**src/rtl/axis_arb_mux2_1.sv**
```systemverilog
// axis_arb_mux2_1
// Frame-aware 2-to-1 AXI-Stream arbiter/multiplexer. Two AXIS sources are
// merged onto one registered AXIS sink. Once a source is granted, it owns the
// output until the beat carrying its tlast is accepted. Frames from different
// sources are therefore never interleaved. After every frame the arbiter
// spends one cycle in IDLE to make a new decision.
//
// Parameters
//   width     tdata width in bits
//   arb_mode  0 = round-robin between frames, 1 = fixed priority (s0 first)
//
// Ports
//   clk, rst_n                 clock (rising edge), asynchronous active-low reset
//   s0_axis_*                  source 0: tdata/tvalid/tlast in, tready out
//   s1_axis_*                  source 1: tdata/tvalid/tlast in, tready out
//   m_axis_tdata/tvalid/tlast  registered merged stream out
//   m_axis_tid                 registered source index of the current beat
//   m_axis_tready              sink ready in

module axis_arb_mux2_1 #(
   parameter int width    = 8,
   parameter int arb_mode = 0
) (
   input  logic             clk,
   input  logic             rst_n,
   input  logic [width-1:0] s0_axis_tdata,
   input  logic             s0_axis_tvalid,
   input  logic             s0_axis_tlast,
   output logic             s0_axis_tready,
   input  logic [width-1:0] s1_axis_tdata,
   input  logic             s1_axis_tvalid,
   input  logic             s1_axis_tlast,
   output logic             s1_axis_tready,
   output logic [width-1:0] m_axis_tdata,
   output logic             m_axis_tvalid,
   output logic             m_axis_tlast,
   output logic             m_axis_tid,
   input  logic             m_axis_tready
);

   typedef enum logic [1:0] {
      IDLE   = 2'd0,
      GRANT0 = 2'd1,
      GRANT1 = 2'd2
   } state_t;

   state_t state;
   logic   last_grant;
   logic   out_free;
   logic   s0_accept;
   logic   s1_accept;

   // The output register can take a new beat when it is empty or when its
   // current beat is leaving this cycle.
   assign out_free       = ~m_axis_tvalid | m_axis_tready;
   assign s0_axis_tready = (state == GRANT0) & out_free;
   assign s1_axis_tready = (state == GRANT1) & out_free;
   assign s0_accept      = s0_axis_tvalid & s0_axis_tready;
   assign s1_accept      = s1_axis_tvalid & s1_axis_tready;

   // Arbitration only happens in IDLE. On contention, round-robin picks the
   // port that did not win last time. last_grant starts at 1 so the first
   // contended decision favours s0.
   always_ff @(posedge clk or negedge rst_n) begin
      if (!rst_n) begin
         state      <= IDLE;
         last_grant <= 1'b1;
      end else begin
         case (state)
            IDLE: begin
               if (s0_axis_tvalid && s1_axis_tvalid) begin
                  if (arb_mode == 1 || last_grant) begin
                     state      <= GRANT0;
                     last_grant <= 1'b0;
                  end else begin
                     state      <= GRANT1;
                     last_grant <= 1'b1;
                  end
               end else if (s0_axis_tvalid) begin
                  state      <= GRANT0;
                  last_grant <= 1'b0;
               end else if (s1_axis_tvalid) begin
                  state      <= GRANT1;
                  last_grant <= 1'b1;
               end
            end
            GRANT0: begin
               if (s0_accept && s0_axis_tlast) begin
                  state <= IDLE;
               end
            end
            GRANT1: begin
               if (s1_accept && s1_axis_tlast) begin
                  state <= IDLE;
               end
            end
            default: state <= IDLE;
         endcase
      end
   end

   // Output register. Only the granted source can be accepted, so at most one
   // of the accept strobes is high. When no beat is accepted, the held beat is
   // retired as soon as the sink takes it. Otherwise it is kept stable.
   always_ff @(posedge clk or negedge rst_n) begin
      if (!rst_n) begin
         m_axis_tdata  <= '0;
         m_axis_tvalid <= 1'b0;
         m_axis_tlast  <= 1'b0;
         m_axis_tid    <= 1'b0;
      end else if (s0_accept) begin
         m_axis_tdata  <= s0_axis_tdata;
         m_axis_tvalid <= 1'b1;
         m_axis_tlast  <= s0_axis_tlast;
         m_axis_tid    <= 1'b0;
      end else if (s1_accept) begin
         m_axis_tdata  <= s1_axis_tdata;
         m_axis_tvalid <= 1'b1;
         m_axis_tlast  <= s1_axis_tlast;
         m_axis_tid    <= 1'b1;
      end else if (m_axis_tready) begin
         m_axis_tvalid <= 1'b0;
      end
   end

endmodule

```
**config.mk**
```make
export PLATFORM = sky130hd
export DESIGN_NAME = axis_arb_mux2_1
export DESIGN_NICKNAME = d
export VERILOG_FILES = /design/src/rtl/axis_arb_mux2_1.sv
export SDC_FILE = /design/constraint.sdc
export NUM_CORES = 1
export LEC_CHECK = 0
export BUFFER_PORTS_ARGS = -buffer_cell sky130_fd_sc_hd__buf_4
export CORE_UTILIZATION = 46
export CTS_CLUSTER_DIAMETER = 100
export DETAILED_ROUTE_END_ITERATION = 16
export MAX_ROUTING_LAYER = met4
export PLACE_DENSITY = 0.81
export SLEW_MARGIN = 20
export SYNTH_ARGS = -nofsm -noshare
export SYNTH_HDL_FRONTEND = slang
export SYNTH_SLANG_ARGS = --single-unit
```
**constraint.sdc**
```tcl
create_clock -name clk -period 2.01 [get_ports clk]
set_input_delay 0.402 -clock clk [delete_from_list [all_inputs] [get_ports clk]]
set_output_delay 0.402 -clock clk [all_outputs]
set_load 0.02 [all_outputs]
```
==> impl_metrics.toml <==
[die]
die-width_um = 41.2
dieHeight_um = 41.2
initial_core_util = 0.518
dieArea_um2 = 1700
rows = 13
io_pins = 36
core_area_um2 = 1370

[critical_path]
rrSetupSlack_ps = 580
cp.depth = 4
start_kind = "register"
endpoint_kind = "primary output"
path_delay_family = "flip-flops"
critPathMaxFanout = 6
r2r-end = "m_axis_tdata[1]"
worstSetupPathType = "register to primary output"
crit_chain = "nor2b_1 > buf_4 > nor3b_1 > buf_4"
r2r-start = "state[0]"
critPathCapture = "s1_axis_tready"
crit_buf_inv = 2
max_stage_delay_ps = 400
cp-startpoint = "m_axis_tvalid"
reg2reg_depth = 3
slowest_stage = "dfrtp_1"
worstPathRequired_ps = 1610
arrival_ps = 1340
crit_top_cell = "buf_4"

[synth]
syn_area_um2 = 708
synth_area_per_cell_um2 = 11.4
ys_ff_latch = 14
synth_area_leaders = "dfrtp_1, a2bb2oi_1, o22ai_1"
yosys-top-cells-count = "dfrtp_1, o22ai_1, a2bb2oi_1, nor3b_1"
synth_edf_count = 0
synth.most_common_cell = "dfrtp_1"
async_reset_ff_frac = 1.00
yosysWarningCount = 0
synthesis.nets = 85
synthFlopType = "dfrtp_1"
seq_area_frac_synth = 0.496
synth_cell_types = 21
yosysTopAreaCellShare = 0.459
yosys.area.top_type = "dfrtp_1"
syn_inst = 62

[finish]
multiInputGateArea_um2 = 314
ff_latch_area_um2 = 352
area_delta_synth_final_pct = 41.3
final-instance-count-excl-fill = 112
drive_gt1_frac = 0.454
finish.net_count = 121
antenna_cells = 0
final_util = 0.733
nFillCells = 105

[placement]
place_inst = 107
place_ws_ps = 539
io_buffers = 35
routabilityCongestion = 0.761

[power_and_ir_drop]
worst_ir_drop_vdd_mv = 0.842
leakage_nw = 0.481
pwr_density_cell_nw_per_um2 = 1520

[clock_network]
clk-insertion-delay-late_ps = 290
clockBufferDepth = 2
cts.sinks = 14
cts_resized = 0
tritoncts = "yes"
cts_inserted_buffers = 3
htree_levels = 1
root_buffer = "clkbuf_4"
clk_pin_slew_ps = 90

[sta]
finalCritPeriodShare = 0.867
worstMarginPinSlew_ps = 388
fin_tns_setup_ps = 0
skew_ps = 1.27
rsz0062_at_grt = "false"
slew_violations = 0
setup_violations = 0
hold_viol = 0
max_freq_mhz = 574
worst_slack_ps = 268
period_minus_slack_ps = 1740
slew_headroom = 0.741

[grt]
grt_pass1_vias = 537
grt_max_degree = 15
grt_pass1_wl_um = 2460
track_usage = 0.244
antenna_found_initial = 0
grt-ovfl-total = 0

[flow_run]
maxCapViolCount = 0

[routing]
viasPerCell = 5.65
vias = 633
dr_wl_met3_um = 87
wl_met2_um = 884
wl_per_cell_um = 15.9
wl_met1_um = 773
drc = 0
ant_nets = 0
totalWireLength_um = 1780
first_iter_violations = 7
top_layer = "met4"
firstDrtPassIters = 4

[outcome]
status = "complete, no violations"

[worst_hold_path]
hold_path_class = "input port to register"
## flip-flops by register name (all words and copies together) (netlist names)
signal and cells:
m_axis_tdata 8, state 2, last_grant 1, m_axis_tid 1, m_axis_tlast 1, m_axis_tvalid 1
## how the worst min path moves through the flow
stage | endpoint | slack, ps | depth (start not counted) | startpoint
after CTS | m_axis_tdata[5] | 420 | 3 | s1_axis_tdata[5]
after floorplan | m_axis_tdata[0] | 110 | 0 | rst_n
final | m_axis_tdata[5] | 420 | 3 | s1_axis_tdata[5]
after global routing | m_axis_tdata[0] | 440 | 3 | s1_axis_tdata[0]
after detailed placement | state[1] | 260 | 1 | rst_n
after global placement | state[0] | 260 | 1 | rst_n
## cell families after synthesis
group / share of synthesized area
compound gates: 0.263
buf+inv: 0.0601
flops: 0.496
simple gates: 0.180
## area by class of cell
cell class | count | share of cell area
flip-flops and latches | 14 | 0.351
multi-input cells | 42 | 0.314
repair buffers | 37 | 0.280
clock buffers | 4 | 0.0363
well taps | 15 | 0.0188
## power breakdown
part	internal, mW	total (mW)	switching [mW]
Combinational	0.391	0.773	0.382
Clock	0.110	0.210	0.0992
Sequential	0.427	0.544	0.117
## metal layers
layer,track usage,up-vias
li1,-,303
met4,0.121,0
met3,0.0489,4
met1,0.322,306
met5,-,-
met2,0.355,20
## repair_timing
item	4_1_cts	5_1_grt
setup buffers	0	0
hold buffers	1	0
hold endpoints to repair	13	0
## tightest hold or removal path: cells and delay by family
| kind | cells | cell delay (ps) |
|---|---|---|
| AOI/OAI and AO/OA | 2 | 190 |
| buffers and inverters | 1 | 80 |
## through the flow
step                      hold WS [ps]  power [mW]  area [µm²]
after floorplan                    106        1.05         708
after global placement             258        1.30         955
after detailed placement           261        1.32         955
after CTS                          422        1.53        1000
after global routing               436        1.63        1000
final                              419        1.53        1000
## cell usage in the layout, fill, tap and decap left out, drive strengths merged
cell,count
buf,36
o22ai,9
nand3b,4
nor2b,1
nor3b,4
dlygate4sd3,1
dfrtp,13
a2bb2oi,8
nand2b,2
nand2,3
clkbuf,4
a21oi,4
nand3,1
o2bb2a,1
o22a,1
nor2,2
o21ai,2
dfstp,1
No activity file was read; power rests on OpenSTA's default activity.
